### src/rtl/core_select_ctrl.sv
// rtl/core_select_ctrl.sv - heartbeat watchdogs and A/B output-select FSM with dwell and force override
module core_select_ctrl #(
    parameter int TIMEOUT = 1000,
    parameter int REVIVE  = 4,
    parameter int DWELL   = 256,
    parameter int CNT_W   = 16
) (
    input  logic clk,
    input  logic rst,
    input  logic hb_a,
    input  logic hb_b,
    input  logic force_en,
    input  logic force_sel,
    output logic ctr_io,
    output logic a_alive,
    output logic b_alive,
    output logic switch_pulse
);
    localparam int RV_W = $clog2(REVIVE + 1);
    localparam logic [CNT_W-1:0] TMO_MAX   = CNT_W'(TIMEOUT);
    localparam logic [CNT_W-1:0] TMO_LAST  = CNT_W'(TIMEOUT - 1);
    localparam logic [CNT_W-1:0] DWELL_MAX = CNT_W'(DWELL);
    localparam logic [RV_W-1:0]  REV_LAST  = RV_W'(REVIVE - 1);

    typedef enum logic {SEL_A = 1'b0, SEL_B = 1'b1} state_t;

    // Bit [1] of each synchroniser is the usable, metastability-filtered value.
    logic [1:0] sync_a_q, sync_b_q, sync_fe_q, sync_fs_q;
    // Previous synced heartbeat samples, [0] = A, [1] = B.
    logic [1:0] prev_q;
    logic [1:0] beat;
    logic       force_s, fsel_s;

    // Per-core watchdog state, index 0 = A, index 1 = B.
    logic [1:0][CNT_W-1:0] wd_q, wd_d;
    logic [1:0][RV_W-1:0]  rv_q, rv_d;
    logic [1:0]            alive_q, alive_d;

    logic [CNT_W-1:0] dwell_q, dwell_d;
    logic             dwell_ok;
    state_t           state_q, state_d;
    logic             pulse_q;

    // Synchronise all asynchronous inputs and remember the last heartbeat sample for edge detection
    always_ff @(posedge clk) begin
        if (rst) begin
            sync_a_q  <= '0;
            sync_b_q  <= '0;
            sync_fe_q <= '0;
            sync_fs_q <= '0;
            prev_q    <= '0;
        end else begin
            sync_a_q  <= {sync_a_q[0], hb_a};
            sync_b_q  <= {sync_b_q[0], hb_b};
            sync_fe_q <= {sync_fe_q[0], force_en};
            sync_fs_q <= {sync_fs_q[0], force_sel};
            prev_q    <= {sync_b_q[1], sync_a_q[1]};
        end
    end

    assign beat     = {sync_b_q[1], sync_a_q[1]} ^ prev_q;
    assign force_s  = sync_fe_q[1];
    assign fsel_s   = sync_fs_q[1];
    assign dwell_ok = (dwell_q == DWELL_MAX);

    // Watchdog per core: a beat clears the timer and counts toward revival; expiry kills the core
    always_comb begin
        wd_d    = wd_q;
        rv_d    = rv_q;
        alive_d = alive_q;
        for (int c = 0; c < 2; c++) begin
            if (beat[c]) begin
                wd_d[c] = '0;
                if (!alive_q[c]) begin
                    if (rv_q[c] == REV_LAST) begin
                        alive_d[c] = 1'b1;
                        rv_d[c]    = '0;
                    end else begin
                        rv_d[c] = rv_q[c] + 1'b1;
                    end
                end
            end else if (wd_q[c] != TMO_MAX) begin
                wd_d[c] = wd_q[c] + 1'b1;
                if (wd_q[c] == TMO_LAST) begin
                    alive_d[c] = 1'b0;
                    rv_d[c]    = '0;
                end
            end
        end
    end

    // Select FSM next state: force first, then health-driven failover gated by dwell
    always_comb begin
        state_d = state_q;
        if (force_s) begin
            if (state_t'(fsel_s) != state_q) begin
                state_d = state_t'(fsel_s);
            end
        end else if (state_q == SEL_A) begin
            if (!alive_q[0] && alive_q[1] && dwell_ok) begin
                state_d = SEL_B;
            end
        end else begin
            if (!alive_q[1] && alive_q[0] && dwell_ok) begin
                state_d = SEL_A;
            end
        end
    end

    // Dwell timer restarts on every switch and saturates once the minimum dwell is met
    always_comb begin
        dwell_d = dwell_q;
        if (state_d != state_q) begin
            dwell_d = '0;
        end else if (!dwell_ok) begin
            dwell_d = dwell_q + 1'b1;
        end
    end

    // State register: FSM, watchdogs, dwell timer and the switch pulse
    always_ff @(posedge clk) begin
        if (rst) begin
            state_q <= SEL_A;
            wd_q    <= '0;
            rv_q    <= '0;
            alive_q <= 2'b11;
            dwell_q <= '0;
            pulse_q <= 1'b0;
        end else begin
            state_q <= state_d;
            wd_q    <= wd_d;
            rv_q    <= rv_d;
            alive_q <= alive_d;
            dwell_q <= dwell_d;
            pulse_q <= (state_d != state_q);
        end
    end

    // Outputs come straight from registers; ctr_io is the FSM state itself
    always_comb begin
        ctr_io       = (state_q == SEL_B);
        a_alive      = alive_q[0];
        b_alive      = alive_q[1];
        switch_pulse = pulse_q;
    end

endmodule
### config.mk
export PLATFORM = sky130hd
export DESIGN_NAME = core_select_ctrl
export DESIGN_NICKNAME = d
export VERILOG_FILES = /design/src/rtl/core_select_ctrl.sv
export SDC_FILE = /design/constraint.sdc
export NUM_CORES = 1
export LEC_CHECK = 0
export CORE_MARGIN = 3
export CORE_UTILIZATION = 65
export DETAILED_ROUTE_END_ITERATION = 7
export GPL_ROUTABILITY_DRIVEN = 0
export HOLD_SLACK_MARGIN = 0.06
export PLACE_DENSITY = 0.84
export SYNTH_ARGS = -nofsm -noshare
export SYNTH_HDL_FRONTEND = slang
export SYNTH_SLANG_ARGS = --single-unit
### constraint.sdc
create_clock -name clk -period 3 [get_ports clk]
set_clock_uncertainty 0.1 [all_clocks]
set_input_delay 0.6 -clock clk [delete_from_list [all_inputs] [get_ports clk]]
set_output_delay 0.6 -clock clk [all_outputs]
set_load 0.02 [all_outputs]
==> qor.tcl, run 1 <==
set qor(post_cts_resized) 0
set qor(die_width_um) 74.8
set qor(clkSinkCount) 68
set qor(synthesis.area_um2) 3070
set qor(arrival_time_reported_for_the_critical_path_endpoint_ns) 2.37
set qor(place.detailed.hpwl_um) 3470
set qor(clock_latency_ns) 0.34
set qor(grt_pass1_vias) 2227
set qor(setup_viol_count_final) 0
set qor(hold_path.startpoint) {sync_fe_q[0]$_SDFF_PP0_}
set qor(port_buffers) 9
set qor(antenna_found_initial) 0
set qor(postCtsSetupRepairBufs) 0
set qor(cts_root_buffer) {clkbuf_8}
set qor(ios) 10
set qor(synth_enable_flop_cells) 0
set qor(worst_slew_pin_slew_ns) 0.644
set qor(detail_route.vias_per_cell) 5.80
set qor(finish.net_count) 367
set qor(worst_slack_ns) 0.731
set qor(cpPeakStageDelay_ns) 0.66
set qor(run_status) {complete, no violations}
set qor(route.detailed.drc) 0
set qor(worst-endpoint-required_ns) 3.10
set qor(core-area_um2) 4470
set qor(r2r_cell_count) 6
set qor(clock_tree_from_tritoncts) {built}
set qor(min_delay_path_depth) 1
set qor(cp_top_family) {simple AND/OR/NAND/NOR gates}
set qor(fin_area_um2) 3450
set qor(worstSetupStartpointType) {flip-flop}
set qor(floorplan.die.height_um) 74.8
set qor(power.ir.vdd_worst_v) 0.000451
set qor(finalWirelength_um) 5490
set qor(synth.distinct_cells) 43
set qor(hold-path-endpoint) {sync_fe_q[1]$_SDFF_PP0_}
set qor(async_set_or_reset_register_ratio_after_synthesis_pct) 0
set qor(routedWlPerCell_um) 13.4
set qor(kind_of_end_point_of_the_critical_path) {flip-flop}
set qor(p_leak_nw) 1.25
set qor(pin_count_of_the_biggest_net_entering_global_routing) 30
set qor(num_rows) 24
set qor(final_layout_size_suffix_gt1_share_pct) 7.82
set qor(crit_start) {dwell_q[0]$_SDFFE_PP0P_}
set qor(postSynthAreaPerCell_um2) 8.91
set qor(synth_ff_type) {dfxtp_1}
set qor(clock_tree.htree_level_count) 3
set qor(hold_crit_path_type) {reg2reg}
set qor(critical_path_buf_inv_count) 1
set qor(via_count) 2378
set qor(postRouteAntennaNets) 0
set qor(cts_hold_repair.buffers) 0
set qor(final.min_clock_period_ns) 2.27
set qor(syn-instance-count) 345
set qor(crit_chain) {inv_1, ha_1, nor4b_1, nand4_2, o31ai_4, nor2_1}
set qor(final.period_utilization_pct) 75.6
set qor(unrepaired_setup_endpoints_after_global_routing) {no}
set qor(postSynthNetCount) 359
set qor(final.hold.worst_slack_ns) 0.344
set qor(met2_usage_pct) 36.8
set qor(clk_transition_reported_paths_ns) 0.08
set qor(clock_tree.buffer_depth) 2
set qor(ys_seq_area_share_pct) 44.3
set qor(cts_buffers) 9
set qor(timing.setup.tns_ns) 0
set qor(grt.busiest_layer) {met2}
set qor(global_route.usage.met1_pct) 26.5
set qor(grt_first_pass_wirelength_um) 9600
set qor(crit_slowest_cell) {o31ai_4}
set qor(finalHoldViolations) 0
set qor(grtUsageMet3_pct) 8.41
set qor(timing.slew.headroom_pct) 57.1
set qor(cap_violations) 0
set qor(r2r_slack_ns) 0.73
set qor(globalRouteTotalUtil_pct) 22.0
set qor(dr.pass1.iters) 4
set qor(mostFrequentLayoutCell) {dfxtp_1}
set qor(area_growth_pct) 12.3
set qor(grt_overflow) 0
set qor(synth.ff_latch_count) 68
set qor(critPathMaxFanout) 16
set qor(start_util_pct) 68.7
set qor(drt_initial_violations) 134
set qor(place_area_um2) 3180
set qor(worst_r2r_startpoint) {dwell_q[0]$_SDFFE_PP0P_}
set qor(critical_path_class) {reg2reg}
set qor(dpl_worst_slack_ns) 0.784
set qor(die-area_um2) 5590
set qor(slew_violations) 0
set qor(mostFrequentLayoutCells) {68 x dfxtp_1, 42 x nor2_1, 26 x xor2_1}
set qor(reg2reg_to) {dwell_q[11]$_SDFFE_PP0P_}
set qor(ys.warnings.count) 0
set qor(antenna_cells_inserted) 0
set qor(power_density_nw_per_um2) 589
set qor(fmaxAchievable_mhz) 441
[power by group]
part           leakage (nW)  internal [W]  switching [W]
logic                 0.561     0.0000359      0.0000494
clock network         0.134      0.000643       0.000362
registers             0.551      0.000920      0.0000205
[cells in the mapped netlist (2+ instances only)]
cell type | n | area [um^2]
a21oi_1 | 13 | 65.1
and2_1 | 2 | 12.5
and3_1 | 3 | 18.8
and4_1 | 3 | 26.3
buf_4 | 2 | 15.0
clkbuf_1 | 11 | 41.3
dfxtp_1 | 68 | 1360
ha_1 | 8 | 100
inv_1 | 14 | 52.6
nand2_1 | 19 | 71.3
nand2b_1 | 4 | 25.0
nand3_1 | 19 | 95.1
nand3b_1 | 6 | 45.0
nand4_1 | 17 | 106
nor2_1 | 42 | 158
nor2b_1 | 11 | 68.8
nor3_1 | 9 | 45.0
nor4_1 | 9 | 56.3
nor4b_1 | 3 | 26.3
o211ai_1 | 3 | 22.5
o21ai_0 | 6 | 30.0
o21bai_1 | 2 | 15.0
o31ai_1 | 5 | 37.5
or2_2 | 2 | 12.5
or3_1 | 6 | 37.5
or4_1 | 4 | 30.0
xnor2_1 | 13 | 114
xor2_1 | 26 | 228
[how the worst max path moves through the flow]
stage                                to  slack, ns  cells after the start
4_1_cts        dwell_q[11]$_SDFFE_PP0P_       0.73                      6
3_3_place_gp      wd_q[15]$_SDFFE_PP0P_       0.80                      4
6_report       dwell_q[11]$_SDFFE_PP0P_       0.73                      6
5_1_grt        dwell_q[11]$_SDFFE_PP0P_       0.58                      6
3_5_place_dp      wd_q[15]$_SDFFE_PP0P_       0.78                      4
2_1_floorplan  dwell_q[15]$_SDFFE_PP0P_       1.11                      7
[through the flow]
stage	instances	power, W	utilization, %
finish	410	0.00203	77.1
global placement	394	0.00104	71.1
detailed placement	394	0.00104	71.1
floorplan	345	0.00102	-
CTS	410	0.00205	77.1
global route	410	0.00210	77.1
[kinds of logic after synthesis]
logic type | synth area share (%)
compound gates | 7.12
xor+xnor | 11.1
fa+ha+maj | 3.26
buf+inv | 3.54
flops | 44.3
mux | 0.326
simple gates | 30.4
[layout make-up]
type	count	area [um^2]
Clock buffer	9	124
Timing Repair Buffer	10	97.6
Fill cell	306	1020
Sequential cell	68	1360
Tap cell	52	65.1
Clock inverter	7	146
Multi-Input combinational cell	250	1600
Inverter	14	52.6
[routing by layer]
layer | routed length [um] | part of all wire [%]
met1 | 2540 | 46
met2 | 2650 | 48
met3 | 207 | 3.8
met4 | 84 | 1.5
met5 | 0 | 0
[sequential cells by signal, summed over array words and instances, names as in the netlist]
signal / flops
wd_q: 32
dwell_q: 16
prev_q: 2
sync_fe_q: 2
switch_pulse: 1
alive_q: 2
rv_q: 6
sync_a_q: 2
sync_b_q: 2
sync_fs_q: 2
ctr_io: 1
Note: power is estimated with default switching activity, not from simulation.
==> run 2: changes to the inputs <==
--- a/config.mk
+++ b/config.mk
@@ -6,11 +6,11 @@
 export NUM_CORES = 1
 export LEC_CHECK = 0
 export CORE_MARGIN = 3
-export CORE_UTILIZATION = 65
+export CORE_UTILIZATION = 54
 export DETAILED_ROUTE_END_ITERATION = 7
 export GPL_ROUTABILITY_DRIVEN = 0
 export HOLD_SLACK_MARGIN = 0.06
-export PLACE_DENSITY = 0.84
+export PLACE_DENSITY = 0.74
 export SYNTH_ARGS = -nofsm -noshare
 export SYNTH_HDL_FRONTEND = slang
 export SYNTH_SLANG_ARGS = --single-unit
==> constraint.sdc (replaced) <==
create_clock -name clk -period 1.95 [get_ports clk]
set_clock_uncertainty 0.1 [all_clocks]
set_input_delay 0.39 -clock clk [delete_from_list [all_inputs] [get_ports clk]]
set_output_delay 0.39 -clock clk [all_outputs]
set_load 0.02 [all_outputs]
==> qor.tcl, run 2 (synthesis results as in run 1) <==
set qor(final.min_clock_period_ns) 1.90 ;# was 2.27 ns
set qor(critPathMaxFanout) 4 ;# was 16
set qor(cts_root_buffer) {clkbuf_8} ;# unchanged
set qor(finalHoldViolations) 0 ;# unchanged
set qor(worstSetupStartpointType) {flip-flop} ;# unchanged
set qor(floorplan.die.height_um) 81.5 ;# was 74.8 um
set qor(final.period_utilization_pct) 97.4 ;# was 75.6%
set qor(via_count) 2456 ;# was 2,378
set qor(p_sw_w) 0.000658 ;# was 0.000432 W
set qor(finish.net_count) 390 ;# was 367
set qor(mostFrequentLayoutCells) {68 x dfxtp_1, 42 x nor2_1, 26 x xor2_1} ;# unchanged
set qor(cts_buffers) 9 ;# unchanged
set qor(route.detailed.drc) 0 ;# unchanged
set qor(drt_initial_violations) 91 ;# was 134
set qor(fmaxAchievable_mhz) 526 ;# was 441 MHz
set qor(clkSinkCount) 68 ;# unchanged
set qor(post-place-cells) 435 ;# was 394
set qor(die_width_um) 81.5 ;# was 74.8 um
set qor(antenna_found_initial) 0 ;# unchanged
set qor(power_density_nw_per_um2) 763 ;# was 589 nW/um^2
set qor(power.ir.vdd_worst_v) 0.000598 ;# was 0.000451 V
set qor(arrival_time_reported_for_the_critical_path_endpoint_ns) 2.02 ;# was 2.37 ns
set qor(clk_transition_reported_paths_ns) 0.08 ;# about the same
set qor(detail_route.vias_per_cell) 5.45 ;# was 5.80
set qor(worst_slew_pin_slew_ns) 0.463 ;# was 0.644 ns
set qor(worst-endpoint-required_ns) 2.07 ;# was 3.10 ns
set qor(most_repeated_library_cell_on_the_critical_path) {or4_4}
set qor(hold_crit_path_type) {reg2reg} ;# unchanged
set qor(crit_chain) {or4_4, or4_4, nor3_4, o32ai_1} ;# was inv_1, ha_1, nor4b_1, nand4_2, o31ai_4, nor2_1
set qor(timing.slew.headroom_pct) 68.9 ;# was 57.1%
set qor(place.detailed.hpwl_um) 3870 ;# was 3470 um
set qor(setup_viol_count_final) 0 ;# unchanged
set qor(p_int_w) 0.00209 ;# was 0.00160 W
set qor(clock_tree_from_tritoncts) {built} ;# unchanged
set qor(postRouteAntennaNets) 0 ;# unchanged
set qor(grt_overflow) 0 ;# unchanged
set qor(die-area_um2) 6630 ;# was 5590 um^2
set qor(globalRouteTotalUtil_pct) 18.2 ;# was 22.0%
set qor(cpPeakStageDelay_ns) 0.54 ;# was 0.66 ns
set qor(ios) 10 ;# unchanged
set qor(r2r_slack_ns) 0.05 ;# was 0.73 ns
set qor(power.clock.fraction_pct) 41.8 ;# was 49.5%
set qor(routedWlPerCell_um) 12.2 ;# was 13.4 um
set qor(final_layout_size_suffix_gt1_share_pct) 13.6 ;# was 7.82%
set qor(kind_of_end_point_of_the_critical_path) {flip-flop} ;# unchanged
set qor(largest_register_by_flop_count) {wd_q} ;# unchanged
set qor(timing.setup.tns_ns) 0 ;# unchanged
set qor(num_rows) 26 ;# was 24
set qor(finalWirelength_um) 5510 ;# was 5490 um
set qor(antenna_cells_inserted) 0 ;# unchanged
set qor(area_growth_pct) 17.0 ;# was 12.3%
set qor(grt_pass1_vias) 2302 ;# was 2,227
set qor(layoutNonFillerInstCount) 451 ;# was 410
set qor(crit_slowest_cell) {or4_4} ;# was o31ai_4
set qor(cp_top_family) {simple AND/OR/NAND/NOR gates} ;# unchanged
set qor(clock_tree.htree_level_count) 3 ;# unchanged
set qor(cap_violations) 0 ;# unchanged
set qor(mostFrequentLayoutCell) {dfxtp_1} ;# unchanged
set qor(port_buffers) 9 ;# unchanged
set qor(registers_with_the_most_flip_flops) {wd_q: 32 flops, dwell_q: 16 flops, rv_q: 6 flops} ;# unchanged
set qor(critical_path_class) {reg2reg} ;# unchanged
set qor(run_status) {complete, no violations} ;# unchanged
set qor(postCtsSetupRepairBufs) 0 ;# unchanged
set qor(pin_count_of_the_biggest_net_entering_global_routing) 23 ;# was 30
set qor(switching_share_pct) 24.0 ;# was 21.3%
set qor(slew_violations) 0 ;# unchanged
set qor(p_comb_share_pct) 5.9 ;# was 4.2%
set qor(p_leak_nw) 1.34 ;# was 1.25 nW
set qor(clock_tree.buffer_depth) 2 ;# unchanged
set qor(grt_first_pass_wirelength_um) 9610 ;# was 9600 um
set qor(fill_cells) 425 ;# was 306
set qor(core-area_um2) 5300 ;# was 4470 um^2
set qor(start_util_pct) 58.0 ;# was 68.7%
set qor(critical_path_buf_inv_count) 0 ;# was 1
set qor(dr.pass1.iters) 4 ;# unchanged
set qor(pwr-share-seq_pct) 52.3 ;# was 46.3%
set qor(clock_latency_ns) 0.34 ;# about the same
set qor(largest_register_ff_count) 32 ;# unchanged
==> run 2: cell types whose count changed in the layout (fill, tap and decap cells not counted) <==
cell             delta
bufinv_16           -3
clkinv_2            +1
clkdlybuf4s50_1     -2
dlymetal6s2s_1      +2
inv_6               -1
clkinvlp_4          +2
clkinv_4            +1
or4_4               +1
or4_1               -1
buf_4              +22
buf_12              +1
==> run 2: area by class of cell <==
| class | count | area, um^2 | share of cell area, % |
|---|---|---|---|
| Timing Repair Buffer | 33 | 288 | 8.00 |
| Clock buffer | 9 | 124 | 3.44 |
| Inverter | 14 | 52.6 | 1.46 |
| Multi-Input combinational cell | 250 | 1610 | 44.7 |
| Clock inverter | 7 | 76.3 | 2.12 |
| Sequential cell | 68 | 1360 | 37.8 |
| Tap cell | 70 | 87.6 | 2.43 |
==> run 2: final timing paths <==
kind | start | endpoint | cells past startpoint
setup / recovery | wd_q[26]$_SDFFE_PP0P_ | rv_q[4]$_SDFFE_PP0P_ | 4
hold / removal | sync_fs_q[0]$_SDFF_PP0_ | sync_fs_q[1]$_SDFF_PP0_ | 1
setup reg to reg | wd_q[26]$_SDFFE_PP0P_ | rv_q[4]$_SDFFE_PP0P_ | 4
hold reg to reg | sync_fs_q[0]$_SDFF_PP0_ | sync_fs_q[1]$_SDFF_PP0_ | 1
==> run 2: per-layer routing <==
metal	vias up	GRT usage [%]	part of all wire, %
met3	7	4.39	2.9
met1	1139	22.3	47
met4	0	6.93	1.2
li1	1273	-	-
met2	37	30.8	49
met5	-	0	0
==> run 2: what timing repair did <==
item,4_1_cts,5_1_grt
endpoints found under the setup margin,0,3
resized for setup,0,3
hold buffers,0,0
==> run 2: per-stage QoR <==
| stage | hold slack [ns] | power [W] | setup slack (ns) | utilization [%] | cell area, um^2 |
|---|---|---|---|---|---|
| floorplan | 0.314 | 0.00157 | 0.0550 | - | 3070 |
| global placement | 0.318 | 0.00162 | 0.0413 | 63.9 | 3390 |
| detailed placement | 0.331 | 0.00163 | 0.0171 | 63.9 | 3390 |
| CTS | 0.350 | 0.00278 | 0.0260 | 67.7 | 3590 |
| global route | 0.359 | 0.00286 | -0.00785 | 67.8 | 3600 |
| finish | 0.342 | 0.00274 | 0.0500 | 67.8 | 3600 |
==> run 2: power groups by stage <==
stage	combinational [W]	sequential [W]	clock, W
floorplan	0.0000939	0.00147	0
global placement	0.000157	0.00147	0
detailed placement	0.000162	0.00147	0
CTS	0.000164	0.00144	0.00118
global route	0.000181	0.00144	0.00124
finish	0.000162	0.00144	0.00115
